==> config.mk <==
export PLATFORM = sky130hd
export DESIGN_NAME = brnfck_control_flat
export DESIGN_NICKNAME = d
export VERILOG_FILES = /design/src/rtl/brnfck_pkg.sv /design/src/rtl/brnfck_if.sv /design/src/rtl/brnfck_symdec.sv /design/src/rtl/brnfck_control.sv /design/src/flat_wrapper.sv
export SDC_FILE = /design/constraint.sdc
export NUM_CORES = 1
export LEC_CHECK = 0
export CELL_PAD_IN_SITES_DETAIL_PLACEMENT = 2
export CELL_PAD_IN_SITES_GLOBAL_PLACEMENT = 2
export CORE_MARGIN = 5
export CORE_UTILIZATION = 27
export CTS_CLUSTER_SIZE = 40
export DETAILED_ROUTE_END_ITERATION = 12
export PLACE_DENSITY = 0.82
export SYNTH_ARGS = -nofsm -noshare
export SYNTH_HDL_FRONTEND = slang
export SYNTH_SLANG_ARGS = --single-unit
==> constraint.sdc <==
create_clock -name clk -period 2.4 [get_ports clk]
set_input_delay 0.36 -clock clk [delete_from_list [all_inputs] [get_ports clk]]
set_output_delay 0.36 -clock clk [all_outputs]
set_load 0.005 [all_outputs]
==> src/rtl/brnfck_pkg.sv <==
// brnfck controller shared types: datapath command codes, FSM states,
// command characters and the decoded symbol class bundle.
package brnfck_pkg;

  typedef enum logic [4:0] {
    CS_NOP        = 5'd0,
    CS_SYMBOL_RD  = 5'd1,
    CS_ZERO_STATE = 5'd2,
    CS_MHDPP      = 5'd3,
    CS_MHDMM      = 5'd4,
    CS_HDPP       = 5'd5,
    CS_HDMM       = 5'd6,
    CS_NEXT       = 5'd7,
    CS_RDBYTE     = 5'd8,
    CS_TORIGHT    = 5'd9,
    CS_TOLEFT     = 5'd10,
    CS_CPPR       = 5'd11,
    CS_CMMR       = 5'd12,
    CS_CPPL       = 5'd13,
    CS_CMML       = 5'd14,
    CS_PCMM       = 5'd15
  } ctrl_t;

  typedef enum logic [2:0] {
    LOAD   = 3'd0,
    CLEAR  = 3'd1,
    EXEC   = 3'd2,
    SCAN_R = 3'd3,
    SCAN_L = 3'd4,
    HALT   = 3'd5
  } state_t;

  localparam logic [7:0] SYM_INC   = 8'h2B;
  localparam logic [7:0] SYM_DEC   = 8'h2D;
  localparam logic [7:0] SYM_RIGHT = 8'h3E;
  localparam logic [7:0] SYM_LEFT  = 8'h3C;
  localparam logic [7:0] SYM_OUT   = 8'h2E;
  localparam logic [7:0] SYM_IN    = 8'h2C;
  localparam logic [7:0] SYM_OPEN  = 8'h5B;
  localparam logic [7:0] SYM_CLOSE = 8'h5D;

  typedef struct packed {
    logic inc;
    logic dec;
    logic right;
    logic left;
    logic out;
    logic in;
    logic open;
    logic close;
    logic term;
    logic other;
  } sym_t;

endpackage

==> src/rtl/brnfck_if.sv <==
// Byte I/O handshake bundle between the environment (master)
// and the brnfck controller (slave).
interface brnfck_if;
  logic [7:0] in_data;
  logic       in_valid;
  logic       in_ready;
  logic       out_valid;
  logic       out_ready;

  modport master (
    output in_data, in_valid, out_ready,
    input  in_ready, out_valid
  );

  modport slave (
    input  in_data, in_valid, out_ready,
    output in_ready, out_valid
  );
endinterface

==> src/rtl/brnfck_symdec.sv <==
// Program symbol to one-hot class; the terminator wins over any
// command character it might collide with.
module brnfck_symdec
  import brnfck_pkg::*;
#(
  parameter logic [7:0] TERMINATOR = 8'h00
) (
  input  logic [7:0] symbol,
  output sym_t       cls
);
  logic term;

  assign term = (symbol == TERMINATOR);

  always_comb begin
    cls      = '0;
    cls.term = term;
    if (!term) begin
      unique case (symbol)
        SYM_INC:   cls.inc   = 1'b1;
        SYM_DEC:   cls.dec   = 1'b1;
        SYM_RIGHT: cls.right = 1'b1;
        SYM_LEFT:  cls.left  = 1'b1;
        SYM_OUT:   cls.out   = 1'b1;
        SYM_IN:    cls.in    = 1'b1;
        SYM_OPEN:  cls.open  = 1'b1;
        SYM_CLOSE: cls.close = 1'b1;
        default:   cls.other = 1'b1;
      endcase
    end
  end
endmodule

==> src/rtl/brnfck_control.sv <==
// brnfck control FSM: load, tape clear, execution with bracket scans.
// Optional BRNFCK_STEP_EN adds a step input gating EXEC and the scans.
module brnfck_control
  import brnfck_pkg::*;
#(
  parameter logic [7:0] TERMINATOR     = 8'h00,
  parameter bit         CLEAR_ON_START = 1'b1
) (
  input  logic       clk,
  input  logic       rst,
`ifdef BRNFCK_STEP_EN
  input  logic       step,
`endif
  input  logic [7:0] symbol,
  input  logic [2:0] data_signal,
  brnfck_if.slave    io,
  output ctrl_t      control_signal,
  output logic       halted,
  output logic       error
);
  state_t     state, nxt;
  ctrl_t      cs;
  sym_t       cls;
  logic [7:0] cnt;
  logic       cnt_inc, set_err, go;
  logic       in_ready, out_valid;

`ifdef BRNFCK_STEP_EN
  assign go = step;
`else
  assign go = 1'b1;
`endif

  brnfck_symdec #(.TERMINATOR(TERMINATOR)) u_symdec (
    .symbol (symbol),
    .cls    (cls)
  );

  always_comb begin
    cs        = CS_NOP;
    nxt       = state;
    cnt_inc   = 1'b0;
    set_err   = 1'b0;
    in_ready  = 1'b0;
    out_valid = 1'b0;
    unique case (state)
      LOAD: begin
        in_ready = 1'b1;
        if (io.in_valid) begin
          cs = CS_SYMBOL_RD;
          if (io.in_data == TERMINATOR) begin
            nxt = CLEAR_ON_START ? CLEAR : EXEC;
          end else if (cnt == 8'hFF) begin
            set_err = 1'b1;
            nxt     = HALT;
          end else begin
            cnt_inc = 1'b1;
          end
        end
      end
      CLEAR: begin
        cs = CS_ZERO_STATE;
        if (data_signal[0]) nxt = EXEC;
      end
      EXEC: if (go) begin
        unique case (1'b1)
          cls.inc:   cs = CS_MHDPP;
          cls.dec:   cs = CS_MHDMM;
          cls.right: cs = CS_HDPP;
          cls.left:  cs = CS_HDMM;
          cls.out: begin
            out_valid = 1'b1;
            cs = io.out_ready ? CS_NEXT : CS_NOP;
          end
          cls.in: begin
            in_ready = 1'b1;
            cs = io.in_valid ? CS_RDBYTE : CS_NOP;
          end
          cls.open: begin
            cs = data_signal[1] ? CS_TORIGHT : CS_NEXT;
            if (data_signal[1]) nxt = SCAN_R;
          end
          cls.close: begin
            cs = data_signal[1] ? CS_NEXT : CS_TOLEFT;
            if (!data_signal[1]) nxt = SCAN_L;
          end
          cls.term: nxt = HALT;
          default:  cs = CS_NEXT;
        endcase
      end
      SCAN_R: if (go) begin
        unique case (1'b1)
          cls.open: cs = CS_CPPR;
          cls.close: begin
            cs = data_signal[2] ? CS_CMMR : CS_NEXT;
            if (!data_signal[2]) nxt = EXEC;
          end
          cls.term: begin
            set_err = 1'b1;
            nxt     = HALT;
          end
          default: cs = CS_NEXT;
        endcase
      end
      SCAN_L: if (go) begin
        unique case (1'b1)
          cls.close: cs = CS_CPPL;
          cls.open: begin
            cs = data_signal[2] ? CS_CMML : CS_NEXT;
            if (!data_signal[2]) nxt = EXEC;
          end
          cls.term: begin
            set_err = 1'b1;
            nxt     = HALT;
          end
          default: cs = CS_PCMM;
        endcase
      end
      HALT:    nxt = HALT;
      default: nxt = LOAD;
    endcase
  end

  always_ff @(posedge clk or posedge rst) begin
    if (rst) begin
      state  <= LOAD;
      cnt    <= '0;
      halted <= 1'b0;
      error  <= 1'b0;
    end else begin
      state  <= nxt;
      halted <= (nxt == HALT);
      if (cnt_inc) cnt <= cnt + 8'd1;
      if (set_err) error <= 1'b1;
    end
  end

  assign control_signal = cs;
  assign io.in_ready    = in_ready;
  assign io.out_valid   = out_valid;
endmodule

==> src/flat_wrapper.sv <==
// flat-port wrapper written by rule: the top's interface ports become plain ports
module brnfck_control_flat import brnfck_pkg::*;
#(
  parameter logic [7:0] TERMINATOR     = 8'h00,
  parameter bit         CLEAR_ON_START = 1'b1
)
  (clk, rst, symbol, data_signal, control_signal, halted, error, io_in_data, io_in_valid, io_out_ready, io_in_ready, io_out_valid);
  brnfck_if io_i ();
  input  logic clk;
  input  logic rst;
  input  logic [7:0] symbol;
  input  logic [2:0] data_signal;
  output ctrl_t control_signal;
  output logic halted;
  output logic error;
  input wire logic [$bits(io_i.in_data)-1:0] io_in_data;
  input wire logic [$bits(io_i.in_valid)-1:0] io_in_valid;
  input wire logic [$bits(io_i.out_ready)-1:0] io_out_ready;
  output wire logic [$bits(io_i.in_ready)-1:0] io_in_ready;
  output wire logic [$bits(io_i.out_valid)-1:0] io_out_valid;
  assign io_i.in_data = io_in_data;
  assign io_i.in_valid = io_in_valid;
  assign io_i.out_ready = io_out_ready;
  assign io_in_ready = io_i.in_ready;
  assign io_out_valid = io_i.out_valid;
  brnfck_control #(.TERMINATOR(TERMINATOR), .CLEAR_ON_START(CLEAR_ON_START)) u_core (.clk(clk), .rst(rst), .symbol(symbol), .data_signal(data_signal), .io(io_i), .control_signal(control_signal), .halted(halted), .error(error));
endmodule
* Word-level counts from Yosys, hierarchy flattened *
Cells that the tools add are included.

cells by class
  $add $sub $neg = 1
  equal/unequal tests = 15
  muxes and demuxes = 44
  reductions and logical operators = 4

operators with widths
  kind                   number
  $eq A8 B6 Y1 const B   6
  $pmux W5 S9            1
  $pmux W5 S3            2
  $pmux W5 S5            1
  $mux W3                8
  $mux W1                20
  $mux W4                5
  $pmux W3 S6            1
  $eq A8 B7 Y1 const B   2
  $logic_not A8 Y1       2
  $pmux W3 S2            2
  $eq A3 B3 Y1 const B   3
  $pmux W3 S3            1
  $add A8 B1 Y8 const B  1
  $eq A8 B8 Y1 const B   1
  $mux W8                1
  $eq A3 B2 Y1 const B   2
  $pmux W1 S2            2
  $eq A3 B1 Y1 const B   1
  $logic_not A3 Y1       1
  $reduce_or A2 Y1       1

word-level totals
  register bits after elaboration = 13
  bits of input ports = 23
  output and inout bits = 9
  word-level logic and storage cells = 68

* Logic depth before layout (Yosys ltp) *
Gate-level depths: netlist of run 1.

  depth in word-level cells = 6
  gate-level depth with buffers = 6
  depth with buffers taken out = 5

* Modules after synthesis *
Synthesis of run 1 repeated with hierarchy kept, for this count alone.

second synthesis, totals
  cells, all modules = 153
  area total of the unflattened synthesis = 1265.0 um^2

by module, submodules not included
  module          times used  cells each  area an instance (um^2)  sequential area each (um^2)
  brnfck_control  1           120         1039.7                   325.3
  brnfck_symdec   1           33          225.2                    0.0

* Least setup slack after synthesis of run 1 *
Ideal clock, no wire load.

  path kind = input port to output port
  start point = input symbol[7]
  end point = output control_signal[1]
  arrival = 1.493 ns
  data required time = 2.040 ns
  path slack = 0.547 ns
  cell stages on the path = 5
  buffers on the path = 0
  cells stage by stage = nor3b_1 > o211ai_1 > and3_2 > a41oi_1 > o221ai_1

between the ends
  cells in the longest elaborated chain, start to end = 5
  elaborated cells on any way between the ends = 22
  those cells by class = 8 x eq/ne; 13 x mux; 1 x reduce/logical

RTL lines
  item                                          line                  text
  from (decl)                                   flat_wrapper.sv:11    input logic [7:0] symbol;
  $eq A8 B7 Y1 or $eq A8 B6 Y1 (tied branches)  --
  $mux W1                                       brnfck_symdec.sv:19   unique case (symbol)
  $mux W8                                       brnfck_symdec.sv:18   if (!term) begin
  $pmux W5 S9, or another cell as far along     brnfck_control.sv:66  unique case (1'b1)
  $pmux W5 S5 *                                 brnfck_control.sv:46  unique case (state)
  to (decl)                                     flat_wrapper.sv:13    output ctrl_t control_signal;

Every way passes the cells marked *; elsewhere a longest branch is shown, timed or not.

* Worst setup path in the final report of run 1 *
  start point = input symbol[0]
  end point = output control_signal[1]

Same word-level chain as after synthesis.

==> results.cfg, run 1 <==
[run_status]
status = finished, final reports clean

[critical_path]
worst-r2r-cell-count = 6
path_max_fanout = 4
cp_common_cell = dlygate4sd2_1
arrival_ns = 1.98
critical-path-top-delay-family = buffers and inverters
cp_slowest_cell = dlygate4sd2_1
startpoint_type = input port
critical_path_class = in2out
reg2reg_to = u_core.cnt[1]
crit_required_ns = 2.04
path_buf_inv = 3
critPathCaptureType = primary output
path_cells = dlygate4sd2_1 -> buf_4 -> nor2_2 -> o211ai_1 -> and3_4 -> a41oi_2 -> o221ai_1 -> dlygate4sd2_1
timing.rr.start = u_core.state[1]
critical_path.max_stage_delay_ns = 0.28
reg2reg_slack_ns = 0.17

[detailed_routing]
viasPerCell = 5.45
wl_mm = 4.89
drc = 0
dr.pass1.iters = 4
drt-initial-drc-count = 43
post_drt_wl_per_cell_um = 20.4
ant_nets = 0
vias = 1307

[grt]
gr-total-overflow = 0
antenna_found_initial = 0
grt_pass1_wl_mm = 7.75
grt_pass1_vias = 1537
grt_usage_pct = 18.5
grt_max_degree = 14

[finish]
n_antenna_cell = 0
area_growth_pct = 58.5
fin_cells = 240
utilization_pct = 44.0
fillCellCount = 440
fin_nets = 215
layout-drive-gt1-share_pct = 34.7

[synth]
ys_seq_area_share_pct = 29.5
synth_area_sq_um = 1100
synth_flop_cell = dfrtp_1
ys_seq_elements = 13
syn_nets = 154
synth_edf_count = 0
syn_inst = 130
yosys.cell_types.count = 54
yosysWarnings = 0
synth_top_cell_by_area = dfrtp_1
ys_async_sr_fraction_pct = 100
avgSynthCellArea_sq_um = 8.49
synth.area.top_cells = dfrtp_1 (29%), nand3_1 (4.1%), nand2_1 (3.7%), nand4_1 (3.4%), xnor2_1 (3.2%)
synth_top_area_share_pct = 29.5

[power_and_ir_drop]
ir_worst_vdd_mv = 0.316
seqPwrFrac_pct = 36.6
p_int_uw = 618
pwr-share-comb_pct = 43.0
leakagePower_uw = 0.000791
p_clk_share_pct = 20.4
p_sw_share_pct = 35.4
p_switching_uw = 338
power_uw = 956
power.density_nw_per_um2 = 546

[job]
cap_viol_max_count = 0

[die]
die_area_sq_um = 5470
core_sq_um = 3970
num_rows = 23
pin_count = 32
initial_core_util_pct = 27.8
die_h_um = 73.9
dieWidth_um = 73.9

[worst_hold_path]
hold_class = in2async

[cts]
cts_tree = built
cts.sinks = 13
insertion_delay_ns = 0.24
root_buffer = clkbuf_8
cts.htree.levels = 1
cts_buffers = 3
hold_buffers = 0
cts_buffer_depth = 2
clk_pin_slew_worst_paths_ns = 0.06

[sta]
period_share_pct = 97.6
skew_ns = 0.00609
setup_viol_count_final = 0
final_hold_viol_count = 0
worstMarginPinSlew_ns = 0.503
slew_headroom_pct = 66.4
period_needed_ns = 2.34
final_max_slew_viol_count = 0
clock.fmax_mhz = 427

[place]
gp_congestion = 0.856
hpwl_mm = 3.71
portBuffers = 30
place_inst = 232
worst max path at each step:
| stage | start | end | depth (start not counted) | slack, ns |
|---|---|---|---|---|
| finish | symbol[0] | control_signal[1] | 8 | 0.06 |
| global route | symbol[2] | control_signal[1] | 8 | -0.03 |
| CTS | symbol[4] | io_in_ready | 6 | 0.001 |
| detailed placement | symbol[7] | control_signal[3] | 7 | -0.48 |
| global placement | symbol[7] | control_signal[3] | 7 | -0.40 |
| floorplan | symbol[7] | control_signal[1] | 5 | 0.55 |
cells in the final DEF, fill, tap and decap left out, types with 2 or more instances in the layout:
| cell | count |
|---|---|
| a21oi_1 | 5 |
| a21oi_2 | 2 |
| o22ai_1 | 4 |
| and2_1 | 3 |
| clkbuf_8 | 3 |
| a31oi_1 | 3 |
| xnor2_1 | 4 |
| nand2_1 | 11 |
| dlygate4sd2_1 | 7 |
| clkbuf_2 | 4 |
| xor2_1 | 3 |
| nor4_1 | 3 |
| clkdlybuf4s50_1 | 18 |
| o21ai_0 | 3 |
| a211o_1 | 2 |
| nand4_1 | 6 |
| nor2_1 | 6 |
| inv_1 | 3 |
| nand2b_1 | 2 |
| nand3_1 | 9 |
| buf_4 | 32 |
| dfrtp_1 | 13 |
| o211ai_1 | 4 |
| and4b_2 | 3 |
repair_timing:
| item | in CTS | in global routing |
|---|---|---|
| gates resized for setup | 28 | 11 |
| buffers inserted | 3 | 1 |
| setup endpoints to repair | 6 | 4 |
| pin swaps | 7 | 4 |
cell type report:
class                   instances  area [sq um]  share of cell area (%)
multi-input cells             108           798                    45.6
repair buffers                 62           507                    29.0
flip-flops and latches         13           325                    18.6
well taps                      50          62.6                    3.58
clock buffers                   4          45.0                    2.58
inverters                       3          11.3                   0.644
per-layer routing:
| metal | share of wire [%] | global-route usage (%) |
|---|---|---|
| met3 | 3.6 | 4.32 |
| met5 | 0 | 0 |
| met4 | 1.0 | 4.23 |
| met1 | 42 | 21.4 |
| met2 | 53 | 34.4 |
through the flow:
| stage | hold WS (ns) | setup TNS [ns] | cell area [sq um] | setup slack [ns] |
|---|---|---|---|---|
| 2_1_floorplan | 0.237 | 0 | 1100 | 0.547 |
| 3_3_place_gp | 0.455 | -1.62 | 1640 | -0.401 |
| 3_5_place_dp | 0.460 | -2.05 | 1640 | -0.483 |
| 4_1_cts | 0.473 | 0 | 1750 | 0.00132 |
| 5_1_grt | 0.501 | -0.0258 | 1750 | -0.0258 |
| 6_report | 0.465 | 0 | 1750 | 0.0573 |
kinds of logic (layout without fill, tap and decap cells):
| family | after synthesis | count (layout) | synth area share (%) |
|---|---|---|---|
| flip-flops | 13 | 13 | 29.5 |
| AND/OR/NAND/NOR | 63 | 63 | 35.1 |
| AO/OA/AOI/OAI | 35 | 35 | 22.9 |
| multiplexers | 1 | 1 | 1.02 |
| XOR/XNOR | 7 | 7 | 5.56 |
| buffers and inverters | 9 | 69 | 4.42 |
| other | 1 | 1 | 0.340 |
| adder cells (fa/ha/maj) | 1 | 1 | 1.13 |
flip-flops by register name (all words and copies together), names as in the netlist:
name           cells
u_core.halted      1
u_core.error       1
u_core.cnt         8
u_core.state       3
synth_stat cells (all sizes together), types with 2 or more instances:
| cell type | number |
|---|---|
| nor2 | 7 |
| nand4 | 6 |
| a31oi | 4 |
| nand2 | 13 |
| a211o | 2 |
| o21ai | 3 |
| nand3 | 9 |
| o22ai | 4 |
| dfrtp | 13 |
| xnor2 | 4 |
| o211ai | 4 |
| and4b | 3 |
| inv | 3 |
| and2 | 3 |
| nand2b | 2 |
| o2111ai | 2 |
| buf | 5 |
| a21oi | 7 |
| xor2 | 3 |
| nor4 | 4 |
| and3 | 3 |
| nor3 | 2 |
power by group through the flow:
stage	clock, uW	combinational (uW)	sequential [uW]
floorplan	0	221	327
global route	216	448	356
finish	195	411	350
global placement	0	401	345
detailed placement	0	416	352
CTS	204	411	349
(Power assumes the default switching activity.)
==> run 2, diff against run 1 <==
--- a/config.mk
+++ b/config.mk
@@ -5,13 +5,14 @@
 export SDC_FILE = /design/constraint.sdc
 export NUM_CORES = 1
 export LEC_CHECK = 0
+export ABC_AREA = 1
 export CELL_PAD_IN_SITES_DETAIL_PLACEMENT = 2
 export CELL_PAD_IN_SITES_GLOBAL_PLACEMENT = 2
 export CORE_MARGIN = 5
-export CORE_UTILIZATION = 27
+export CORE_UTILIZATION = 25
 export CTS_CLUSTER_SIZE = 40
 export DETAILED_ROUTE_END_ITERATION = 12
-export PLACE_DENSITY = 0.82
+export PLACE_DENSITY_LB_ADDON = 0.1
 export SYNTH_ARGS = -nofsm -noshare
 export SYNTH_HDL_FRONTEND = slang
 export SYNTH_SLANG_ARGS = --single-unit
==> run 2 against run 1 <==
  * Final area is 9.2% higher
  * Die area is 22% higher
  * Clock-buffer cell count stayed put
  * Register-to-register slack better by 0.64 ns
  * Core utilization is 6.2 points lower
  * Routed wire length is 11% lower
  * Critical endpoint unchanged
  * Largest power group unchanged
==> results.cfg, run 2 <==
[run_status]
status = finished, final reports clean

[critical_path]
critical_path_class = in2out
path_cells = clkdlybuf4s50_1 -> inv_2 -> nand2_4 -> nor2_8 -> buf_4 -> nand3_2 -> a21oi_2 -> nor2_1 -> nand3_1 -> dlygate4sd2_1
path_max_fanout = 5
reg2reg_slack_ns = 0.81
cp_slowest_cell = clkdlybuf4s50_1
startpoint_type = input port
crit_required_ns = 2.04
worst-r2r-cell-count = 10
critPathCaptureType = primary output
path_buf_inv = 4
critical_path.max_stage_delay_ns = 0.41
critical-path-top-delay-family = buffers and inverters
arrival_ns = 1.91
cp.depth = 10

[cts]
clk_pin_slew_worst_paths_ns = 0.06
hold_buffers = 0
cts_buffer_depth = 2
cts.sinks = 13
cts.htree.levels = 1
cts_buffers = 3
insertion_delay_ns = 0.24
cts_tree = built
root_buffer = clkbuf_8

[die]
dieWidth_um = 81.7
num_rows = 26
die_area_sq_um = 6670
die_h_um = 81.7
initial_core_util_pct = 25.5
core_sq_um = 5040
pin_count = 32

[synth]
ys_seq_area_share_pct = 25.3
yosys.cell_types.count = 31
synth_top_cell_by_area = dfrtp_1
post-synth-top-count-cell = nand2_1
ys_seq_elements = 13
syn_nets = 233
synth.area.top_cells = dfrtp_1 (25%), nand2_1 (19%), nor2_1 (9.6%), inv_1 (6.4%), nand3_1 (5.1%)
ys_async_sr_fraction_pct = 100
synth_area_sq_um = 1280
yosysWarnings = 0
yosys-top-cells-count = nand2_1 (64), nor2_1 (33), inv_1 (22)
avgSynthCellArea_sq_um = 6.15
synth_flop_cell = dfrtp_1
synth_top_area_share_pct = 25.3
synth_edf_count = 0
syn_inst = 209

[sta]
final_max_slew_viol_count = 0
rsz0062_at_grt = true
worstMarginPinSlew_ns = 0.528
skew_ns = 0.000901
final_hold_viol_count = 0
hold_ws_ns = 0.451
setup_viol_count_final = 0
clock.fmax_mhz = 441
period_share_pct = 94.5
slew_headroom_pct = 64.7
period_needed_ns = 2.27

[grt]
grt_max_degree = 14
antenna_found_initial = 0
gr-total-overflow = 0
grt_pass1_vias = 1541
grt.met2_usage_pct = 24.7
grt_usage_pct = 14.0
use_met3_pct = 2.30
use_met1_pct = 17.8
busiest_layer = met2
grt_pass1_wl_mm = 7.26

[place]
hpwl_mm = 3.65
gp_congestion = 0.747
portBuffers = 30

[finish]
final_common_cell = nand2_1
largest_reg_flops = 8
area_growth_pct = 48.7
layout-drive-gt1-share_pct = 24.3
largestRegisters = u_core.cnt x8, u_core.state x3
regMostFlops = u_core.cnt
utilization_pct = 37.9
n_antenna_cell = 0
final_cell_mix = nand2_1 (61), nor2_1 (26), inv_1 (22)
fin_nets = 284

[power_and_ir_drop]
leakagePower_uw = 0.00101
ir_worst_vdd_mv = 0.300
power.density_nw_per_um2 = 506

[detailed_routing]
drt-initial-drc-count = 34
post_drt_wl_per_cell_um = 13.2
ant_nets = 0
vias = 1460
drc = 0
dr.pass1.iters = 4
wl_mm = 4.35
viasPerCell = 4.44

[worst_hold_path]
hold_class = in2async

[job]
cap_viol_max_count = 0
-- run 2: kinds of logic (layout without fill, tap and decap cells) --
kind of cell / count (synthesis) / count (layout) / synth area share [%]
xor+xnor: 7 / 7 / 4.77
buf+inv: 32 / 82 / 9.84
fa+ha+maj: 1 / 1 / 0.974
compound gates: 16 / 16 / 6.82
other cells: 1 / 1 / 0.292
flops: 13 / 13 / 25.3
simple gates: 139 / 139 / 52.0
-- run 2: area by class of cell --
type | instances | area, sq um
Fill cell | 619 | 3130
Multi-Input combinational cell | 164 | 915
Timing Repair Buffer | 47 | 419
Sequential cell | 13 | 325
Inverter | 31 | 119
Tap cell | 70 | 87.6
Clock buffer | 4 | 45.0
-- run 2: worst paths after layout --
kind,startpoint,endpoint
setup / recovery,symbol[7],control_signal[1]
hold / removal,rst,u_core.state[0]
setup reg to reg,u_core.cnt[1],u_core.cnt[3]
hold reg to reg,u_core.error,u_core.error
max in group asynchronous,rst,u_core.cnt[5]
min in group clk,u_core.error,u_core.error
-- run 2: per-layer routing --
layer / vias to the layer above / wire length [um] / part of all wire, %
met1: 687 / 2000 / 46
li1: 743 / - / -
met5: - / 0 / 0
met2: 25 / 2140 / 49
met3: 5 / 174 / 4.0
met4: 0 / 40 / 0.92
-- run 2: timing repair --
| item | 4_1_cts | 5_1_grt |
|---|---|---|
| pin swaps | 6 | 3 |
| buffers inserted | 4 | 1 |
| setup endpoints to repair | 6 | 4 |
| gates resized for setup | 27 | 9 |
-- run 2: worst reg2reg max path: cells and delay by family, from the launching register on --
| family | cells | cell delay (ns) |
|---|---|---|
| xor+xnor | 1 | 0.13 |
| fa+ha+maj | 1 | 0.18 |
| buf+inv | 3 | 0.28 |
| flops | 1 | 0.40 |
| simple gates | 5 | 0.49 |
-- run 2: metrics by stage --
| stage | total power, uW | setup WS [ns] | std cells | cell area (sq um) | TNS (ns) |
|---|---|---|---|---|---|
| floorplan | 588 | 0.948 | 209 | 1280 | 0 |
| global placement | 778 | -0.202 | 320 | 1760 | -0.928 |
| detailed placement | 791 | -0.249 | 320 | 1760 | -1.22 |
| CTS | 989 | -0.00291 | 328 | 1870 | -0.00291 |
| global route | 1060 | -0.00780 | 329 | 1910 | -0.0123 |
| finish | 967 | 0.132 | 329 | 1910 | 0 |
-- run 2: power breakdown --
part           switching [uW]  leakage [uW]  internal [uW]
combinational             258      0.000821            183
sequential               52.5      0.000166            274
clock                    81.6     0.0000228            117
==> run 3, diff against run 2 <==
--- a/config.mk
+++ b/config.mk
@@ -6,6 +6,7 @@
 export NUM_CORES = 1
 export LEC_CHECK = 0
 export ABC_AREA = 1
+export ABC_CLOCK_PERIOD_IN_PS = 2400
 export CELL_PAD_IN_SITES_DETAIL_PLACEMENT = 2
 export CELL_PAD_IN_SITES_GLOBAL_PLACEMENT = 2
 export CORE_MARGIN = 5
@@ -13,6 +14,7 @@
 export CTS_CLUSTER_SIZE = 40
 export DETAILED_ROUTE_END_ITERATION = 12
 export PLACE_DENSITY_LB_ADDON = 0.1
+export SETUP_SLACK_MARGIN = 0.02
 export SYNTH_ARGS = -nofsm -noshare
 export SYNTH_HDL_FRONTEND = slang
 export SYNTH_SLANG_ARGS = --single-unit
==> run 3 against run 2 <==
  * Cell count is the same
  * First-iteration DRC count down 35%
  * Register-to-register slack is essentially flat
  * Worst setup slack lost 0.023 ns
  * Non-clock buffer count stayed put
  * Largest cell class unchanged
  * Critical path depth up 2
  * Critical endpoint unchanged
  * Routed wire length is 1.8% higher
  * Core utilization rose by 0.27 points
  * Via count grew 0.14%
==> results.cfg, run 3 (same netlist as run 2, synthesis figures left out) <==
[power_and_ir_drop]
ir_worst_vdd_mv = 0.300
p_int_uw = 571
seqPwrFrac_pct = 33.8
power.density_nw_per_um2 = 502
p_sw_share_pct = 40.8
p_clk_share_pct = 20.7
p_switching_uw = 394
pwr-share-comb_pct = 45.5
leakagePower_uw = 0.000991

[detailed_routing]
post_drt_wl_per_cell_um = 13.5
drc = 0
drt-initial-drc-count = 22
ant_nets = 0
wl_mm = 4.43
viasPerCell = 4.44
vias = 1462
dr.pass1.iters = 4

[critical_path]
critical_path_class = in2out
critical_path.max_stage_delay_ns = 0.41
path_buf_inv = 3
arrival_ns = 1.93
path_max_fanout = 4
cp_common_cell = nand2_1
startpoint_type = input port
path_cells = clkdlybuf4s50_1 -> inv_2 -> nand2_4 -> nor2_1 -> nand2_1 -> nand2_1 -> nor2_1 -> nand2_2 -> nand2_1 -> nand2_1 -> nand3_1 -> dlygate4sd2_1
critPathCaptureType = primary output
crit_required_ns = 2.04
cp_slowest_cell = clkdlybuf4s50_1
critical-path-top-delay-family = simple AND/OR/NAND/NOR gates

[grt]
antenna_found_initial = 0
gr-total-overflow = 0
grt_max_degree = 14
grt_usage_pct = 14.0
grt_pass1_wl_mm = 7.26
grt_pass1_vias = 1541

[finish]
largest_reg_flops = 8
fin_cells = 329
largestRegisters = u_core.cnt x8, u_core.state x3
final_cell_mix = nand2_1 (60), nor2_1 (27), inv_1 (22)
area_growth_pct = 49.8
fin_nets = 284
regMostFlops = u_core.cnt
final_common_cell = nand2_1
fillCellCount = 622
layout-drive-gt1-share_pct = 25.1
n_antenna_cell = 0
design_area_sq_um = 1920
utilization_pct = 38.2

[place]
place_ws_ns = -0.249
placed_area_sq_um = 1760
portBuffers = 30
place_inst = 320
gp_congestion = 0.747
hpwl_mm = 3.65

[sta]
period_needed_ns = 2.29
clock.fmax_mhz = 437
setup_slack_ns = 0.109
worstMarginPinSlew_ns = 0.528
setup_viol_count_final = 0
period_share_pct = 95.5
slew_headroom_pct = 64.7
final_max_slew_viol_count = 0
skew_ns = 0.000909
final_hold_viol_count = 0

[worst_hold_path]
hold_class = in2async

[cts]
cts_buffer_depth = 2
cts_buffers = 3
cts_tree = built
root_buffer = clkbuf_8
cts.htree.levels = 1
clk_pin_slew_worst_paths_ns = 0.06
insertion_delay_ns = 0.25
cts.sinks = 13

[die]
die_h_um = 81.7
num_rows = 26
core_sq_um = 5040
initial_core_util_pct = 25.5
dieWidth_um = 81.7
die_area_sq_um = 6670
pin_count = 32

[run_status]
status = finished, final reports clean

[job]
cap_viol_max_count = 0
run 3: changes by cell type in the layout (fill, tap and decap cells not counted), sizes merged:
| cell | before | now |
|---|---|---|
| dlygate4sd2 | 11 | 13 |
| dlymetal6s2s | 2 | 0 |
run 3: final timing paths:
check | cells past startpoint | slack [ns] | start | endpoint
min in group clk | 2 | 0.48 | u_core.error | u_core.error
worst min register to register | 2 | 0.48 | u_core.error | u_core.error
worst max-delay path | 12 | 0.11 | symbol[7] | control_signal[1]
max in group asynchronous | 2 | 1.60 | rst | u_core.cnt[5]
worst min-delay path | 2 | 0.45 | rst | u_core.state[0]
worst max register to register | 10 | 0.81 | u_core.cnt[1] | u_core.cnt[3]
run 3: area by class of cell:
class                      instances  area, sq um  area share [%]
clock buffer                       4         45.0            2.34
multi-input combinational        164          936            48.6
tap                               70         87.6            4.55
sequential                        13          325            16.9
inverter                          31          119            6.18
timing repair buffer              47          412            21.4
run 3: power by group through the flow:
stage               clock network (uW)  logic (uW)  registers [uW]
detailed placement                   0         463             329
CTS                                210         445             327
global route                       226         494             333
floorplan                            0         274             313
finish                             200         439             326
global placement                     0         454             325
run 3: metrics by stage:
| step | power [uW] | hold slack [ns] | TNS, ns |
|---|---|---|---|
| after floorplan | 588 | 0.237 | 0 |
| after CTS | 983 | 0.479 | 0 |
| final | 966 | 0.449 | 0 |
| after detailed placement | 791 | 0.464 | -1.22 |
| after global placement | 778 | 0.459 | -0.928 |
| after global routing | 1050 | 0.497 | -0.0125 |
run 3: repair_timing:
action / in CTS / in global routing
hold endpoints to repair: 0 / 0
resized for setup: 29 / 11
hold buffers: 0 / 0
buffers inserted: 4 / 1
setup endpoints to repair: 6 / 3
pin swaps: 6 / 4
run 3: routing by layer:
| metal | vias up | global-route usage, % | wire length (um) |
|---|---|---|---|
| li1 | 744 | - | - |
| met1 | 688 | 17.8 | 2000 |
| met2 | 25 | 24.7 | 2220 |
| met3 | 5 | 2.30 | 173 |
| met4 | 0 | 3.49 | 43 |
| met5 | - | 0 | 0 |
